[src/rtl/axi_slave_pkg.sv]
// Shared definitions for the AXI slave write path: state encoding, response and burst codes.
package axi_slave_pkg;

    typedef enum logic [1:0] {
        ST_IDLE  = 2'b00,
        ST_WDATA = 2'b01,
        ST_BRESP = 2'b10
    } wr_state_t;

    localparam logic [1:0] RESP_OKAY   = 2'b00;
    localparam logic [1:0] RESP_SLVERR = 2'b10;

    localparam logic [1:0] BURST_FIXED = 2'b00;
    localparam logic [1:0] BURST_INCR  = 2'b01;
    localparam logic [1:0] BURST_WRAP  = 2'b10;

endpackage

[src/rtl/axi_slave_write_state_core.sv]
// AXI write-channel slave controller: accepts one burst at a time, streams beats to a local sink,
// and returns a B response.
//
// state | meaning
// IDLE  | waiting for a write address; awready high
// WDATA | accepting data beats while the local sink is ready
// BRESP | holding bvalid/bresp/bid until the master takes the response
module axi_slave_write_state_core
    import axi_slave_pkg::*;
#(
    parameter int IDSIZE = 3,
    parameter int LSIZE  = 10,
    parameter int ASIZE  = 32
) (
    input  logic              axi_aclk,
    input  logic              axi_resetn,
    input  logic [IDSIZE-1:0] axi_awid,
    input  logic [ASIZE-1:0]  axi_awaddr,
    input  logic [LSIZE-1:0]  axi_awlen,
    input  logic [2:0]        axi_awsize,
    input  logic [1:0]        axi_awburst,
    input  logic              axi_awvalid,
    output logic              axi_awready,
    input  logic              axi_wvalid,
    input  logic              axi_wlast,
    output logic              axi_wready,
    output logic [IDSIZE-1:0] axi_bid,
    output logic [1:0]        axi_bresp,
    output logic              axi_bvalid,
    input  logic              axi_bready,
    input  logic              local_ready,
    output logic              wr_en,
    output logic [ASIZE-1:0]  wr_addr,
    output logic              wr_last,
    output logic              burst_start,
    output logic              burst_done,
    output logic              burst_err
);

    wr_state_t          state;
    logic [ASIZE-1:0]   addr_q;
    logic [LSIZE-1:0]   awlen_q;
    logic [LSIZE-1:0]   beat_cnt;
    logic [2:0]         awsize_q;
    logic [1:0]         awburst_q;
    logic               err_sticky;
    logic               beat_ok;
    logic               bad_burst;

    assign axi_wready = (state == ST_WDATA) & local_ready;
    assign wr_en      = axi_wvalid & axi_wready;
    assign wr_addr    = addr_q;
    assign wr_last    = axi_wlast & wr_en;
    assign bad_burst  = (awburst_q == BURST_WRAP) | (awburst_q == 2'b11);
    assign beat_ok    = (beat_cnt == awlen_q);

    always_ff @(posedge axi_aclk or negedge axi_resetn) begin
        if (!axi_resetn) begin
            state       <= ST_IDLE;
            axi_awready <= 1'b0;
            axi_bvalid  <= 1'b0;
            axi_bresp   <= RESP_OKAY;
            axi_bid     <= '0;
            addr_q      <= '0;
            awlen_q     <= '0;
            beat_cnt    <= '0;
            awsize_q    <= '0;
            awburst_q   <= BURST_FIXED;
            err_sticky  <= 1'b0;
            burst_start <= 1'b0;
            burst_done  <= 1'b0;
            burst_err   <= 1'b0;
        end else begin
            burst_start <= 1'b0;
            burst_done  <= 1'b0;
            burst_err   <= 1'b0;
            case (state)
                ST_IDLE: begin
                    if (axi_awvalid && axi_awready) begin
                        axi_awready <= 1'b0;
                        axi_bid     <= axi_awid;
                        addr_q      <= axi_awaddr;
                        awlen_q     <= axi_awlen;
                        awsize_q    <= axi_awsize;
                        awburst_q   <= axi_awburst;
                        beat_cnt    <= '0;
                        err_sticky  <= 1'b0;
                        burst_start <= 1'b1;
                        state       <= ST_WDATA;
                    end else begin
                        axi_awready <= 1'b1;
                    end
                end
                ST_WDATA: begin
                    if (wr_en) begin
                        if (awburst_q == BURST_INCR)
                            addr_q <= addr_q + (ASIZE'(1) << awsize_q);
                        if (axi_wlast) begin
                            axi_bresp  <= (err_sticky || !beat_ok || bad_burst) ? RESP_SLVERR : RESP_OKAY;
                            axi_bvalid <= 1'b1;
                            state      <= ST_BRESP;
                        end else if (beat_ok) begin
                            // last expected beat without wlast: flag it and hold the counter
                            err_sticky <= 1'b1;
                        end else begin
                            beat_cnt <= beat_cnt + LSIZE'(1);
                        end
                    end
                end
                ST_BRESP: begin
                    if (axi_bready) begin
                        axi_bvalid  <= 1'b0;
                        axi_awready <= 1'b1;
                        burst_done  <= 1'b1;
                        burst_err   <= (axi_bresp == RESP_SLVERR);
                        state       <= ST_IDLE;
                    end
                end
                default: begin
                    axi_awready <= 1'b0;
                    axi_bvalid  <= 1'b0;
                    state       <= ST_IDLE;
                end
            endcase
        end
    end

endmodule

[config.mk]
export PLATFORM = sky130hd
export DESIGN_NAME = axi_slave_write_state_core
export DESIGN_NICKNAME = d
export VERILOG_FILES = /design/src/rtl/axi_slave_pkg.sv /design/src/rtl/axi_slave_write_state_core.sv
export SDC_FILE = /design/constraint.sdc
export NUM_CORES = 1
export LEC_CHECK = 0
export CORE_UTILIZATION = 45
export DETAILED_ROUTE_END_ITERATION = 6
export PLACE_DENSITY = 0.76
export SYNTH_ARGS = -nofsm -noshare
export SYNTH_HDL_FRONTEND = slang
export SYNTH_SLANG_ARGS = --single-unit
[constraint.sdc]
create_clock -name axi_aclk -period 3.4 [get_ports axi_aclk]
set_input_delay 0.85 -clock axi_aclk [delete_from_list [all_inputs] [get_ports axi_aclk]]
set_output_delay 0.85 -clock axi_aclk [all_outputs]
set_load 0.01 [all_outputs]
# Word level (Yosys, flattened, before mapping)
# Cells that the tools add are included.
# word_totals
reg_bits,70
out_inout_bits,45
word_cells,85
# classes
n_addsub,2
n_eq_ne,15
n_shift,1
mux,33
bitwise,6
reduce_logical,14
# ops
operator,count
$mux 32,3
$pmux 32 s2,1
$mux 10,4
$add 32x32->32,1
$shl 1x3->32 const A,1
$pmux 10 s2,1
$mux 1,15
$ne 2x2->1 const B,7
$reduce_and 4->1,3
$add 10x1->10 const B,1
$eq 10x10->1,1
$mux 2,5
$reduce_and 5->1,2
$eq 2x2->1 const B,4
$pmux 1 s3,2
$pmux 2 s3,1
$eq 2x1->1 const B,2
$reduce_and 2->1,2
$and 1x1->1,3
$reduce_and 3->1,1
$logic_not 2->1,1
$logic_or 1x1->1,2
$ne 2x1->1 const B,1
$not 1->1,2
other kinds (5),5

# Logic depth before layout (Yosys ltp)
# logic_depth
word_depth,5
ltp_mapped,10

# Least setup slack after synthesis
# OpenSTA, ideal clock, no wires.
# synth_path
path_type,reg-to-reg
start,register awsize_q[0]
end,register addr_q[20] (netlist: wr_addr[20])
t_arrival_ps,2387
required_time_ps,3252
slack_ps,865
path_stages_with_launch,10
path_buffers,1
synth_period_minus_slack_ps,2535
cell_sequence,dfrtp_1 clkbuf_1 nor3_1 ha_1 fa_1 a21o_1 a221oi_2 a21oi_1 a311oi_1 a311oi_1
# synth_between
elab_chain_cells,5
# synth_lines
element,line_no,rtl
"start, declared",axi_slave_write_state_core.sv:44,logic [2:0] awsize_q;
"start signal, assigned",axi_slave_write_state_core.sv:84,awsize_q <= axi_awsize;
$shl 1x3->32,axi_slave_write_state_core.sv:97,addr_q <= addr_q + (ASIZE'(1) << awsize_q);
$add 32x32->32,axi_slave_write_state_core.sv:97,
$mux 32,axi_slave_write_state_core.sv:96,if (awburst_q == BURST_INCR)
$mux 32,axi_slave_write_state_core.sv:95,if (wr_en) begin
$pmux 32 s2,axi_slave_write_state_core.sv:77,case (state)
"end signal, assigned",axi_slave_write_state_core.sv:82,addr_q <= axi_awaddr;
"end signal, assigned",axi_slave_write_state_core.sv:97,
"end, declared",axi_slave_write_state_core.sv:41,logic [ASIZE-1:0] addr_q;
# Every way passes these cells. The select of a mux whose other input is x is not followed.
# A chain may end at the register's enable or synchronous reset.

# Final worst setup path
# layout_path
start,input local_ready
end,output wr_last
# layout_between
elab_chain_cells,3
# layout_lines
element,line_no,rtl
"start, declared",axi_slave_write_state_core.sv:31,"input logic local_ready,"
$and 1x1->1,axi_slave_write_state_core.sv:50,assign axi_wready = (state == ST_WDATA) & local_ready;
$and 1x1->1,axi_slave_write_state_core.sv:51,assign wr_en = axi_wvalid & axi_wready;
$and 1x1->1,axi_slave_write_state_core.sv:53,assign wr_last = axi_wlast & wr_en;
"end, declared",axi_slave_write_state_core.sv:34,"output logic wr_last,"
# Every way passes these cells.

==> results.cfg <==
[outcome]
status = finished with violations
violations = DRC

[layout]
ff_latch_area_um2 = 1730
multi_input_comb_area_um2 = 2290
syn2layout_area_growth_pct = 30.8
diodes = 0
drive_gt1_share_pct = 7.72
fin_nets = 645
nFillCells = 800

[synthesis]
synthFlopType = dfrtp_1
ys_ff_latch = 69
synthArstFlopShare_pct = 100
synth_top_cell_area_share_pct = 41.3
yosysUniqueCellTypes = 65
avgSynthCellArea_um2 = 8.57
yosys-top-cells-count = nand2_1, dfrtp_1, nor2_1
synth_most_common_cell = nand2_1
yosysWarnings = 0
ys_seq_area_share_pct = 41.3
synth_top_cell_by_area = dfrtp_1
synth.cell_area_um2 = 4180
synthTopCellsByArea = dfrtp_1, nand2_1, nor2_1
synth_nets = 555
syn_inst = 488
synth_edf_count = 0

[clock_network]
path_clk_slew_ps = 70
cts.htree.levels = 3
post_cts_buffers = 0
cts-root-buf = clkbuf_8
cts_tree = yes
clk_latency_ps = 350
numCtsBuffers = 9
cts_buffer_depth = 2
cts-resized-gates = 0
cts_hold_buffers = 0
cts_sinks = 69

[placement]
dp_hpwl_um = 7820
port_buffers = 100
globalplace.congestion = 0.857

[worst_setup_path]
crit_arrival_ps = 2300
endpoint_kind = primary output
cpLargestDelayFamily = buffers and inverters
crit_slowest_cell = clkdlybuf4s50_1
ff2ff_setup_slack_ps = 450
worstSetupPathType = input port to primary output
path_common_cell = clkdlybuf4s50_1
crit_required_ps = 2550
cp_num_buf_inv = 3
cp_max_fo = 5
start_kind = input port
rr_startpoint = awsize_q[2]$_DFFE_PN0P_
path_cells = clkdlybuf4s50_1 > and4b_1 > nand2_1 > inv_1 > clkdlybuf4s50_1
cp_slowest_stage_delay_ps = 540
startpoint = local_ready

[grt]
grt_pass1_vias = 3944
grt_use_total_pct = 24.1
antenna_found_initial = 0
overflow = 0
grt_max_degree = 70
grt_pass1_wl_um = 18700

[detailed_routing]
ant_nets = 0
first_pass_iters = 7
drc = 7
vias = 4038
postRouteWirelength_um = 11200
route.detailed.wl_per_inst_um = 16.3
drt_iter0_drc = 303
viasPerCell = 5.84

[timing]
fmax_mhz = 317
final-hold-violation-count = 0
fin_hold_ws_ps = 477
tns_ps = 0
relSlewSlack_pct = 40.5
skew_ps = 8.94
worst_slew_pin_slew_ps = 893
rsz0062_at_grt = false
setup_viol = 0
maxSlewViolCount = 0
min_period_over_period_pct = 92.8
period_needed_ps = 3150

[floorplan]
die_height_um = 98.4
io_pins = 102
fp-row-count = 34
die_area_um2 = 9690
core_um2 = 8850
die_width_um = 98.4
initial_core_util_pct = 47.3

[power_and_ir_drop]
power_density_nw_per_um2 = 816
switching_share_pct = 41.9
pwr-share-seq_pct = 33.6
internal_power_uw = 2590
ir_drop_mv = 0.376
comb_power_share_pct = 50.5
p_leak_uw = 0.00243
clockPowerShare_pct = 15.9
power_switching_uw = 1870
finalPower_uw = 4460

[min_path]
min_path_type = register to register
hold_start = awburst_q[0]$_DFFE_PN0P_

[run]
max-cap-violations = 0
## power groups by stage
stage / clock network [uW] / registers [uW] / logic (uW)
2_1_floorplan: 0 / 1470 / 1410
3_3_place_gp: 0 / 1490 / 2190
3_5_place_dp: 0 / 1500 / 2250
4_1_cts: 730 / 1490 / 2260
5_1_grt: 763 / 1550 / 2500
6_report: 708 / 1500 / 2260
## registers in the layout (all words and copies together) (netlist names)
| name | cells |
|---|---|
| burst_err | 1 |
| axi_bid | 3 |
| state | 2 |
| beat_cnt | 10 |
| axi_bresp | 1 |
| burst_done | 1 |
| axi_bvalid | 1 |
| awburst_q | 2 |
| wr_addr | 32 |
| burst_start | 1 |
| axi_awready | 1 |
| awlen_q | 10 |
| err_sticky | 1 |
| awsize_q | 3 |
## placed cells by master (no fill, tap or decap), types with 2 or more instances in the layout
cell and count:
a211oi_1 9, xnor2_1 3, a31o_2 5, nand2b_1 2, a21oi_2 2, a311oi_1 8
o2111ai_1 2, nor3_1 10, nand4_1 12, nor4_1 5, a21oi_1 22, a2bb2oi_1 3
nor3b_1 4, or2_2 4, nand2_1 101, or3_1 9, o211ai_1 4, a31oi_1 9
mux2i_1 5, xor2_1 12, ha_1 9, nand3_1 11, o22a_1 7, o22ai_1 6
clkbuf_8 12, and3b_1 2, o311ai_0 2, a21o_1 7, and2_1 11, o21ai_0 17
buf_4 11, and3_1 16, clkdlybuf4s50_1 99, nor2_1 35, inv_1 5, dfrtp_1 69
## stage by stage
stage	worst slack (ps)	util (%)	std cells	cell area [um2]
finish	246	61.9	691	5470
CTS	235	61.9	691	5470
global placement	283	59.5	675	5260
global route	153	61.9	691	5470
floorplan	865	-	488	4180
detailed placement	233	59.5	675	5260
## per-layer routing
layer  vias to the layer above  wire, um  track usage (%)
li1                       1946         -                -
met1                      1908      4950             32.6
met2                       164      5310             39.1
met3                        20       819             5.60
met4                         0       168             6.43
met5                         -         0                0
## final cells by class
| class | count | share of cell area (%) |
|---|---|---|
| Sequential cell | 69 | 31.5 |
| Inverter | 6 | 0.503 |
| Multi-Input combinational cell | 381 | 41.9 |
| Tap cell | 108 | 2.47 |
| Clock buffer | 13 | 3.09 |
| Clock inverter | 3 | 0.777 |
| Timing Repair Buffer | 111 | 19.7 |
## path summary, 6_finish.rpt
kind	endpoint	depth (start not counted)
setup reg to reg	wr_addr[27]$_DFFE_PN0P_	7
min in group asynchronous	wr_addr[31]$_DFFE_PN0P_	2
hold / removal	awburst_q[0]$_DFFE_PN0P_	2
setup / recovery	wr_last	5
max in group asynchronous	beat_cnt[8]$_DFFE_PN0P_	2
hold reg to reg	awburst_q[0]$_DFFE_PN0P_	2
## kinds of logic (layout without fill, tap and decap cells)
family          after synthesis  after routing  share of synthesized area, %
simple gates                230            230                          26.3
mux                           5              5                          1.20
buf+inv                      38            133                          4.04
flops                        69             69                          41.3
other cells                   1              1                        0.0896
fa+ha+maj                    10             10                          3.17
xor+xnor                     15             15                          3.14
compound gates              120            120                          20.8
## worst min-delay path, cell delays in order, from the launching register on
cell and delay, ps:
dfrtp_1 340, nand2_1 50, nand2_1 60
Note: power is estimated with default switching activity, not from simulation.
